[config.mk]
export PLATFORM = sky130hd
export DESIGN_NAME = vga_cursor_ctrl
export DESIGN_NICKNAME = d
export VERILOG_FILES = /design/src/rtl/vga_cursor_ctrl.sv
export SDC_FILE = /design/constraint.sdc
export NUM_CORES = 1
export LEC_CHECK = 0
export BUFFER_PORTS_ARGS = -buffer_cell sky130_fd_sc_hd__buf_4
export CORE_MARGIN = 1.5
export CORE_UTILIZATION = 43
export DETAILED_ROUTE_END_ITERATION = 6
export PLACE_DENSITY = 0.57
export SKIP_CTS_REPAIR_TIMING = 1
export SLEW_MARGIN = 25
export SYNTH_ARGS = -nofsm -noshare
export SYNTH_HDL_FRONTEND = slang
export SYNTH_SLANG_ARGS = --single-unit
export TNS_END_PERCENT = 50
[constraint.sdc]
create_clock -name clk -period 4.3 [get_ports clk]
set_clock_uncertainty 0.1 [all_clocks]
set_input_delay 0.215 -clock clk [delete_from_list [all_inputs] [get_ports clk]]
set_output_delay 0.215 -clock clk [all_outputs]
set_load 0.05 [all_outputs]
[src/rtl/vga_cursor_ctrl.sv]
// Cursor-square position sequencer: manual single-step moves or autonomous bounce,
// with every position change committed only at frame start so no frame tears.
module vga_cursor_ctrl #(
  parameter int BOX       = 31,
  parameter int X_MIN     = 221,
  parameter int X_MAX     = 580 - BOX,
  parameter int Y_MIN     = 161,
  parameter int Y_MAX     = 440 - BOX,
  parameter int X_INIT    = 385,
  parameter int Y_INIT    = 285,
  parameter int STEP      = 4,
  parameter int FRAME_DIV = 1
) (
  input  logic       clk,
  input  logic       rst,
  input  logic       frame_start,
  input  logic       auto_en,
  input  logic       req_valid,
  input  logic [1:0] req_dir,
  output logic       req_ready,
  output logic [9:0] cur_x,
  output logic [9:0] cur_y,
  output logic       upd_done
);

  typedef enum logic [1:0] {IDLE, PENDING, APPLY} state_t;

  localparam logic signed [10:0] XMN    = 11'(X_MIN);
  localparam logic signed [10:0] XMX    = 11'(X_MAX);
  localparam logic signed [10:0] YMN    = 11'(Y_MIN);
  localparam logic signed [10:0] YMX    = 11'(Y_MAX);
  localparam logic signed [10:0] STEP_S = 11'(STEP);
  localparam logic [7:0]         DIV_LAST = 8'(FRAME_DIV - 1);

  state_t            state, state_nxt;
  logic [1:0]        pend_dir;
  logic              apply_auto;
  logic              dir_x_neg, dir_y_neg;
  logic [7:0]        div_cnt;

  logic signed [10:0] cx_s, cy_s, ax_raw, ay_raw;
  logic [9:0]         man_x, man_y, auto_x, auto_y;
  logic               auto_dx_neg, auto_dy_neg;

  function automatic logic [9:0] sat(input logic signed [10:0] v,
                                     input logic signed [10:0] lo,
                                     input logic signed [10:0] hi);
    if (v < lo)      return lo[9:0];
    else if (v > hi) return hi[9:0];
    else             return v[9:0];
  endfunction

  assign req_ready = (state == IDLE) && !auto_en;
  assign cx_s      = signed'({1'b0, cur_x});
  assign cy_s      = signed'({1'b0, cur_y});

  always_comb begin
    man_x = cur_x;
    man_y = cur_y;
    case (pend_dir)
      2'd0:    man_y = sat(cy_s - STEP_S, YMN, YMX);
      2'd1:    man_y = sat(cy_s + STEP_S, YMN, YMX);
      2'd2:    man_x = sat(cx_s - STEP_S, XMN, XMX);
      default: man_x = sat(cx_s + STEP_S, XMN, XMX);
    endcase
  end

  // Bounce: an overshoot clamps to the wall and reverses that axis only.
  always_comb begin
    ax_raw      = dir_x_neg ? cx_s - STEP_S : cx_s + STEP_S;
    ay_raw      = dir_y_neg ? cy_s - STEP_S : cy_s + STEP_S;
    auto_x      = sat(ax_raw, XMN, XMX);
    auto_y      = sat(ay_raw, YMN, YMX);
    auto_dx_neg = dir_x_neg;
    auto_dy_neg = dir_y_neg;
    if (ax_raw > XMX)      auto_dx_neg = 1'b1;
    else if (ax_raw < XMN) auto_dx_neg = 1'b0;
    if (ay_raw > YMX)      auto_dy_neg = 1'b1;
    else if (ay_raw < YMN) auto_dy_neg = 1'b0;
  end

  always_comb begin
    state_nxt = state;
    case (state)
      IDLE: begin
        if (req_valid && req_ready)
          state_nxt = PENDING;
        else if (auto_en && frame_start && div_cnt == DIV_LAST)
          state_nxt = APPLY;
      end
      PENDING: if (frame_start) state_nxt = APPLY;
      APPLY:   state_nxt = IDLE;
      default: state_nxt = IDLE;
    endcase
  end

  always_ff @(posedge clk or posedge rst) begin
    if (rst) begin
      state      <= IDLE;
      cur_x      <= 10'(X_INIT);
      cur_y      <= 10'(Y_INIT);
      upd_done   <= 1'b0;
      dir_x_neg  <= 1'b0;
      dir_y_neg  <= 1'b0;
      div_cnt    <= 8'd0;
      pend_dir   <= 2'd0;
      apply_auto <= 1'b0;
    end else begin
      state    <= state_nxt;
      upd_done <= 1'b0;
      // APPLY entered from IDLE is always an auto move; from PENDING, manual.
      apply_auto <= (state == IDLE);
      if (req_valid && req_ready)
        pend_dir <= req_dir;
      if (!auto_en)
        div_cnt <= 8'd0;
      else if (state == IDLE && frame_start)
        div_cnt <= (div_cnt == DIV_LAST) ? 8'd0 : div_cnt + 8'd1;
      if (state == APPLY) begin
        upd_done <= 1'b1;
        if (apply_auto) begin
          cur_x     <= auto_x;
          cur_y     <= auto_y;
          dir_x_neg <= auto_dx_neg;
          dir_y_neg <= auto_dy_neg;
        end else begin
          cur_x <= man_x;
          cur_y <= man_y;
        end
      end
    end
  end

endmodule

==> impl_metrics.csv <==
group,metric,value,unit
grt,met3_usage,0.03443,
sta,period_minus_slack,3.526,ns
cells_and_area,synthToLayoutAreaGrowth,8.224,%
cells_and_area,fin_cells,648,
sta,rsz0062_at_grt,"false",
grt,grt_pass1_wl,19.45,mm
floorplanning,start_util,0.4505,
power,cellPowerDensity,774.4,nW/um^2
detailed_routing,avgViaCountPerCell,6.397,
grt,grt_pass1_vias,3755,
flow_run,maxCapViolCount,0,
floorplanning,rows,34,
grt,grt_max_degree,35,
cts,htree_num_levels,2,
cts,cts_buffer_depth,2,
place,place_area,4213,um^2
place,post-dp-hpwl,8.529,mm
detailed_routing,wirelength,11.81,mm
yosys,synth_xor_area_frac,0.08129,
setup_path,critPathKind,"reg2reg",
detailed_routing,drc_errors,0,
floorplanning,io_pins,29,
yosys,yosysWarningCount,0,
yosys,ys_top_cells_by_count,"nor2_1 (41), nand2_1 (36), clkbuf_1 (33)",
grt,globalRoute.totalOverflow,0,
sta,finalSetupViolations,0,
cells_and_area,final_nets,556,
grt,met1_usage,0.3831,
place,pre_cts_ws,0.8355,ns
yosys,synth-adder-area-share,0.03139,
yosys,yosysMostFrequentCell,"nor2_1",
yosys,synth.distinct_cells,78,
cells_and_area,final_area,4314,um^2
place,gp_congestion,1.039,
yosys,synth_compound_gate_area_share,0.2900,
cells_and_area,final_util,0.4876,
cells_and_area,area.sequential,860.8,um^2
floorplanning,fp.coreArea,8848,um^2
sta,period_share,0.8199,
status,status,"completed",
power,peakVddDrop,351.8,uV
yosys,synth_top_flop_cell,"dfrtp_1",
yosys,avgSynthCellArea,7.410,um^2
yosys,ys_seq_elements,34,
cts,clk_pin_slew,0.07,ns
setup_path,required,4.36,ns
yosys,syn-cell-area,3986,um^2
yosys,synth_top_family_by_area,"simple AND/OR/NAND/NOR gates",
cts,cts.sinks,34,
sta,worst_pin_slew,0.8667,ns
yosys,synth_area_leaders,"dfrtp_1 (16%), dfstp_2 (5.3%), xnor2_1 (4.8%)",
detailed_routing,wl_per_cell,18.22,um
setup_path,critPathCaptureType,"flip-flop",
grt,antenna_found_initial,0,
cts,clock_latency,0.28,ns
cts,cts_tree,"done",
grt,grtUsageTotal,0.2404,
sta,max_freq,0.2836,GHz
yosys,synth_edf_count,0,
cts,numCtsBuffers,5,
yosys,yosysSeqAreaShare,0.2159,
sta,timing.final.ws_setup,0.7743,ns
setup_path,cp.arrival,3.58,ns
power,power.leakage,1.654,nW
detailed_routing,drtPass1Iterations,5,
cells_and_area,nFillCells,916,
sta,slew_viol_final,0,
cells_and_area,multi_input_area,2875,um^2
yosys,synthArstFlopShare,1.000,
yosys,yosysTopAreaCellShare,0.1632,
floorplanning,dieArea,9858,um^2
cts,clockRootBuffer,"clkbuf_8",
cells_and_area,n_antenna_cell,0,
sta,hold_violations,0,
setup_path,cp-start-kind,"flip-flop",
setup_path,cp_max_fo,20,
yosys,synth_mux_area_frac,0.01601,
yosys,syn-instance-count,538,
floorplanning,die-width,99.29,um
grt,busiest_layer,"met1",
detailed_routing,drt_iter0_markers,280,
sta,final.setup.tns,0,ns
yosys,yosysTopAreaCell,"dfrtp_1",
sta,max_slew_margin,0.4222,
floorplanning,die_h,99.29,um
grt,met2_usage,0.3430,
detailed_routing,vias,4145,
place,dpl.cell_count,639,
yosys,yosys.area_share.simple,0.3007,
worst_hold_path,hp-class,"in2reg",
place,portBuffers,26,
cells_and_area,layout-drive-gt1-share,0.1370,
detailed_routing,antenna_left,0,
==> area by class of cell <==
type,count,share of cell area
multi-input combinational,441,0.6665
timing repair buffer,36,0.06323
tap,108,0.03132
clock inverter,1,0.001160
sequential,34,0.1995
inverter,21,0.01827
clock buffer,7,0.02001
==> metrics by stage <==
step                      hold slack [ns]  power, W
after global placement             0.2430  0.003055
after detailed placement           0.2450  0.003034
final                             0.06833  0.003341
after floorplan                    0.2484  0.002467
after CTS                        -0.05836  0.003289
after global routing              0.05811  0.003598
==> final timing paths <==
path | startpoint | to | slack (ns) | cells after the start
max | cur_y[2] | cur_y[7] | 0.77 | 10
min | req_dir[1] | pend_dir[1] | 0.07 | 2
max reg2reg | cur_y[2] | cur_y[7] | 0.77 | 10
min reg2reg | cur_y[0] | cur_y[0] | 0.41 | 2
max in group asynchronous | rst | cur_y[0] | 3.26 | 4
min in group asynchronous | rst | div_cnt[3] | 0.49 | 4
==> logic make-up (layout without fill, tap and decap cells) <==
kind of cell               count (synthesis)  in the layout
and+or+nand+nor                          221            221
xor gates and xnor gates                  37             37
AOI/OAI and AO/OA                        165            165
buffers and inverters                     64             65
muxes                                      6              6
other                                      1              2
DFF                                       34             34
adders and majority gates                 10             10
==> metal layers <==
metal	vias up	share of wire
li1	1988	-
met1	1951	0.49
met2	196	0.42
met3	10	0.087
met4	0	0.0072
met5	-	0
==> cells in the final DEF, fill, tap and decap left out, types with 10 or more instances in the layout <==
| cell | n |
|---|---|
| o22ai_1 | 10 |
| nand3_1 | 27 |
| dfrtp_1 | 26 |
| inv_1 | 21 |
| ha_1 | 10 |
| buf_4 | 35 |
| nor2_1 | 41 |
| nand2_1 | 36 |
| a21oi_1 | 32 |
| xor2_1 | 15 |
| xnor2_1 | 22 |
| nor3_1 | 25 |
| o21ai_0 | 27 |
| nor2b_1 | 10 |
| nand2b_1 | 10 |
==> critical path, stage by stage (launching register included) <==
cell	delay, ns
dfstp_2	0.73
inv_1	0.13
ha_1	0.38
nor3b_1	0.23
and3_1	0.24
or3_1	0.37
o31ai_1	0.41
o21ai_1	0.19
a21oi_2	0.29
nor3b_1	0.22
o22ai_1	0.10
==> sequential cells by signal, indices dropped and copies added, names as in the netlist <==
signal and count:
apply_auto 1, upd_done 1, dir_y_neg 1, div_cnt 8
cur_y 9, pend_dir 2, state 2, cur_x 9
dir_x_neg 1
==> report_power, final <==
group | leakage (nW) | internal [W] | total, W | switching (W)
logic | 1.19 | 0.000902 | 0.00238 | 0.00147
clock network | 0.0482 | 0.000129 | 0.000244 | 0.000115
registers | 0.414 | 0.000418 | 0.000722 | 0.000304
Power figures use the tool's default switching activity.
